==> src/rtl/scd_sc_fe.sv <==
// scd_sc_fe: shift-count / floating-exponent datapath for the EBOX.
// Holds the SC and FE registers, the SCAD adder with its operand muxes,
// the ARMM fields presented to the EDP AR/ARL muxes, and the loop
// termination pulse used by byte, shift, multiply and divide loops.
// Bit numbering follows the KL10 convention: bit 0 is the MSB.
module scd_sc_fe (
  input  logic        eboxClk,
  input  logic        eboxResetN,
  input  logic [0:2]  CRAM_SCAD,
  input  logic [0:1]  CRAM_SCADA,
  input  logic        CRAM_SCADA_EN,
  input  logic [0:1]  CRAM_SCADB,
  input  logic [0:1]  CRAM_SC,
  input  logic [0:1]  CRAM_FE,
  input  logic [0:1]  CRAM_ARMM,
  input  logic [0:8]  CRAM_MAGIC,
  input  logic        CTL_SCstep,
  input  logic [0:35] EDP_AR,
  input  logic [13:17] VMA_section,
  output logic [0:9]  SCD_SC,
  output logic [0:9]  SCD_FE,
  output logic [0:9]  SCD_SCAD,
  output logic        SCD_SCADsign,
  output logic        SCD_SCADzero,
  output logic        SCD_SCsign,
  output logic        SCD_FEsign,
  output logic        SCD_loopDone,
  output logic [0:8]  SCD_ARMMupper,
  output logic [13:17] SCD_ARMMlower
);

  // SCAD function codes.
  localparam logic [0:2] FN_A      = 3'b000;
  localparam logic [0:2] FN_AMBM1  = 3'b001;
  localparam logic [0:2] FN_APB    = 3'b010;
  localparam logic [0:2] FN_AM1    = 3'b011;
  localparam logic [0:2] FN_AP1    = 3'b100;
  localparam logic [0:2] FN_AMB    = 3'b101;
  localparam logic [0:2] FN_OR     = 3'b110;
  localparam logic [0:2] FN_AND    = 3'b111;

  // SC / FE load selects.
  localparam logic [0:1] SC_HOLD_STEP = 2'b00;
  localparam logic [0:1] SC_SCAD      = 2'b01;
  localparam logic [0:1] SC_AR        = 2'b10;
  localparam logic [0:1] SC_ZERO      = 2'b11;
  localparam logic [0:1] FE_SCAD      = 2'b01;
  localparam logic [0:1] FE_ZERO      = 2'b10;

  logic [0:9] sc;
  logic [0:9] fe;
  logic       loop_done;
  logic [0:9] scada;
  logic [0:9] scadb;
  logic [0:9] scad;
  logic [0:9] magic_ext;
  logic       step_wraps;

  assign magic_ext = {CRAM_MAGIC[0], CRAM_MAGIC};

  // SCAD A-operand mux; a disabled A path reads as zero.
  always_comb begin
    // NOTE: every always_comb output gets a default first so no path can
    // leave it unassigned and infer a latch.
    scada = '0;
    if (CRAM_SCADA_EN) begin
      case (CRAM_SCADA)
        2'b00:   scada = fe;
        2'b01:   scada = {4'b0, EDP_AR[0:5]};
        2'b10:   scada = {2'b0, EDP_AR[1:8] ^ {8{EDP_AR[0]}}};
        default: scada = magic_ext;
      endcase
    end
  end

  // SCAD B-operand mux.
  always_comb begin
    scadb = '0;
    case (CRAM_SCADB)
      2'b00:   scadb = sc;
      2'b01:   scadb = {4'b0, EDP_AR[6:11]};
      2'b10:   scadb = {EDP_AR[0], EDP_AR[0:8]};
      default: scadb = magic_ext;
    endcase
  end

  // SCAD function unit; all arithmetic wraps modulo 2^10.
  always_comb begin
    scad = '0;
    case (CRAM_SCAD)
      FN_A:     scad = scada;
      FN_AMBM1: scad = scada + ~scadb;
      FN_APB:   scad = scada + scadb;
      FN_AM1:   scad = scada - 10'd1;
      FN_AP1:   scad = scada + 10'd1;
      FN_AMB:   scad = scada - scadb;
      FN_OR:    scad = scada | scadb;
      default:  scad = scada & scadb;
    endcase
  end

  // A step from SC==0 is the one that ends the loop (SC goes to -1).
  assign step_wraps = (CRAM_SC == SC_HOLD_STEP) && CTL_SCstep && (sc == 10'h000);

  // SC register: any load overrides a step; otherwise step or hold.
  always_ff @(posedge eboxClk or negedge eboxResetN) begin
    if (!eboxResetN) begin
      // NOTE: sequential state uses non-blocking assignments so every
      // register samples pre-edge values, matching the hardware.
      sc <= '0;
    end else begin
      case (CRAM_SC)
        SC_SCAD: sc <= scad;
        SC_AR:   sc <= {EDP_AR[18], EDP_AR[27:35]};
        SC_ZERO: sc <= '0;
        default: if (CTL_SCstep) sc <= sc - 10'd1;
      endcase
    end
  end

  // FE register: load from SCAD, clear, or hold.
  always_ff @(posedge eboxClk or negedge eboxResetN) begin
    if (!eboxResetN) begin
      fe <= '0;
    end else begin
      case (CRAM_FE)
        FE_SCAD: fe <= scad;
        FE_ZERO: fe <= '0;
        default: fe <= fe;
      endcase
    end
  end

  // Loop-done pulse: high for the single cycle in which SC has just become -1.
  always_ff @(posedge eboxClk or negedge eboxResetN) begin
    if (!eboxResetN) begin
      loop_done <= 1'b0;
    end else begin
      loop_done <= step_wraps;
    end
  end

  // ARMM field mux feeding the EDP AR/ARL select-000 path.
  always_comb begin
    SCD_ARMMupper = CRAM_MAGIC;
    SCD_ARMMlower = '0;
    case (CRAM_ARMM)
      2'b00:   SCD_ARMMupper = CRAM_MAGIC;
      2'b01:   SCD_ARMMupper = scad[1:9];
      2'b10:   SCD_ARMMupper = fe[1:9];
      default: begin
        SCD_ARMMupper = {9{EDP_AR[0]}};
        SCD_ARMMlower = VMA_section;
      end
    endcase
  end

  assign SCD_SC       = sc;
  assign SCD_FE       = fe;
  assign SCD_SCAD     = scad;
  assign SCD_SCADsign = scad[0];
  assign SCD_SCADzero = (scad == 10'h000);
  assign SCD_SCsign   = sc[0];
  assign SCD_FEsign   = fe[0];
  assign SCD_loopDone = loop_done;

endmodule
==> config.mk <==
export PLATFORM = sky130hd
export DESIGN_NAME = scd_sc_fe
export DESIGN_NICKNAME = d
export VERILOG_FILES = /design/src/rtl/scd_sc_fe.sv
export SDC_FILE = /design/constraint.sdc
export NUM_CORES = 1
export LEC_CHECK = 0
export BUFFER_PORTS_ARGS = -buffer_cell sky130_fd_sc_hd__clkbuf_2
export CAP_MARGIN = 20
export CORE_MARGIN = 2
export CORE_UTILIZATION = 50
export CTS_CLUSTER_SIZE = 30
export DETAILED_ROUTE_END_ITERATION = 16
export GPL_TIMING_DRIVEN = 1
export PLACE_DENSITY = 0.8
export SETUP_SLACK_MARGIN = 0.5
export SYNTH_ARGS = -nofsm -noshare
export SYNTH_HDL_FRONTEND = slang
export SYNTH_SLANG_ARGS = --single-unit
==> constraint.sdc <==
create_clock -name eboxClk -period 13.3 [get_ports eboxClk]
set_input_delay 1.33 -clock eboxClk [delete_from_list [all_inputs] [get_ports eboxClk]]
set_output_delay 1.33 -clock eboxClk [all_outputs]
set_load 0.05 [all_outputs]
==> flow_summary.ini <==
[outcome]
outcome = finished clean

[drt]
firstDrtPassIters = 5
drt-total-wl_um = 11300
vias = 3964
wl_met3_um = 1090
wl_per_cell_um = 19.0
top_layer_used = met4
via_per_inst = 6.66
met1_length_um = 4440
drt_drc_violations_left = 0
drtIter0Drc = 378
ant_nets = 0
dr_wl_met2_um = 5450

[critical_path]
worstReg2RegStart = SCD_SC[9]
cp-startpoint = CRAM_SCADB[0]
endpoint_kind = output port
worstSetupPathType = in -> out
critPathLaunchType = input pin
cp.required_ns = 11.97
crit_fanout = 14
worst_ep_arrival_time_ns = 6.62

[logic_synthesis]
synth_top_area_frac = 0.155
synth_edf_count = 0
ys_types = 57
synthArstFlopShare = 1.00
synth_area_leaders = dfrtp_1, mux4_2, a21oi_1
yosys.area.top_type = dfrtp_1
syn_avg_cell_area_um2 = 7.70
ys_top_cells_by_count = a21oi_1, nand2_1, o21ai_0
syn_nets = 521
synthFlopType = dfrtp_1
ys_seq_area_frac = 0.155
synth_area_um2 = 3390
synth_cells = 440
yosys_warnings = 0
ys_seq_elements = 21

[sta]
skew_ns = 0.00264
timing.fmax_ghz = 0.126
slew_viol_final = 0
hold_viol = 0
fin_crit_sh = 0.598
setup_tns_ns = 0
slew_headroom = 0.430
rsz0062_at_grt = no
fin_crit_ns = 7.95
setup_viol = 0
setup_ws_ns = 5.35
tightest_slew_ns = 0.848

[finish]
final_nets = 597
stdcell_count = 595
diodes = 0
fillers = 616
areaGrowthSynthToFinish_pct = 15.2
drive_gt1_frac = 0.262
fin_util = 0.584

[grt]
grt_max_degree = 42
grt_pass1_vias = 3555
grt_pass1_wl_um = 17700
antenna_found_initial = 0
grt_usage = 0.298
grt-ovfl-total = 0

[die]
die_h_um = 86.3
initial_core_util = 0.507
fp.coreArea_um2 = 6680
ios = 116
die_x_um = 86.3
rows = 30
dieArea_um2 = 7450

[clock_network]
cts_post_setup_buffers_inserted = 0
clk_pin_slew_ns = 0.08
cts_buffer_depth = 2
clock_sinks = 21
cts_buffers = 3
root_buffer = clkbuf_8
holdBufCountCts = 0
clk_latency_ns = 0.27
cts_tree = done
cts_resized = 0
h-tree-depth = 1

[min_path]
hold_path_startpoint = SCD_FE[4]
hold_path.class = reg -> reg

[power]
power_mw = 0.473
vdd_drop_max_uv = 123
power-per-cell-area_nw_per_um2 = 121
power_leakage_nw = 1.76

[placed_design]
place.detailed.hpwl_um = 8720
gp_congestion = 0.993
pre_cts_ws_ns = 5.55
io_buffers = 101
place_inst = 591

[run]
maxCapViolCount = 0
==> area by class of cell <==
cell class,count,area [µm²],area share
multi-input cells,360,2610,0.670
flip-flops and latches,21,526,0.135
repair buffers,102,513,0.131
inverters,28,105,0.0269
well taps,80,100,0.0256
clock buffers,4,45.0,0.0115
==> flip-flops by register name (all words and copies together), names as in the netlist <==
name          count
SCD_FE           10
SCD_SC           10
SCD_loopDone      1
==> cells by family after synthesis <==
group	Yosys count	share of synthesized area
compound gates	143	0.261
buf+inv	59	0.0735
xor+xnor	21	0.0543
flops	21	0.155
mux	25	0.153
simple gates	149	0.226
fa+ha+maj	22	0.0776
==> routing by layer <==
metal  GRT usage  vias up
met4       0.105        0
met2       0.490      275
met3      0.0276       38
met5           0        -
li1            -     1810
met1       0.411     1841
==> placed cells by master (no fill, tap or decap), drive strengths merged, types with 10 or more instances in the layout <==
cell | synthesis | final
and3 | 12 | 12
ha | 13 | 13
nor3 | 16 | 16
dfrtp | 21 | 21
o21ai | 38 | 38
a211oi | 13 | 13
a21oi | 40 | 40
xor2 | 12 | 12
o22ai | 15 | 15
nor2 | 31 | 31
clkbuf | 22 | 105
nand3 | 10 | 10
inv | 26 | 26
mux4 | 21 | 21
nand2 | 40 | 40
==> through the flow <==
step	hold WS (ns)	area [µm²]
6_report	0.553	3900
3_3_place_gp	0.517	3860
5_1_grt	0.581	3900
4_1_cts	0.548	3900
3_5_place_dp	0.530	3860
2_1_floorplan	0.778	3390
==> critical path, cell delays in order <==
cell	delay (ns)
clkbuf_2	0.28
mux4_2	0.63
inv_1	0.16
ha_1	0.21
nor3b_1	0.36
nor3b_1	0.37
and3_1	0.24
nor2_1	0.05
a21oi_1	0.13
nor2_1	0.05
a311oi_1	0.28
o22a_1	0.20
ha_1	0.17
nand2_1	0.06
o41ai_1	0.62
nor4_1	0.09
a211oi_1	0.55
nor2_1	0.13
nor4_1	0.35
clkbuf_2	0.34
==> where the power goes <==
part	switching (mW)	internal (mW)	total (mW)	leakage (nW)
Combinational	0.235	0.0998	0.335	1.46
Clock	0.0218	0.0214	0.0432	0.0228
Sequential	0.0186	0.0764	0.0950	0.268
==> path summary, 6_finish.rpt <==
path | to | slack, ns | cells past startpoint
max reg2reg | SCD_FE[0] | 8.27 | 18
max | SCD_SCADzero | 5.35 | 20
min | SCD_FE[4] | 0.55 | 2
min reg2reg | SCD_FE[4] | 0.55 | 2
min in group asynchronous | SCD_SC[5] | 1.04 | 1
max in group asynchronous | SCD_FE[0] | 11.88 | 1
Power figures use the tool's default switching activity.
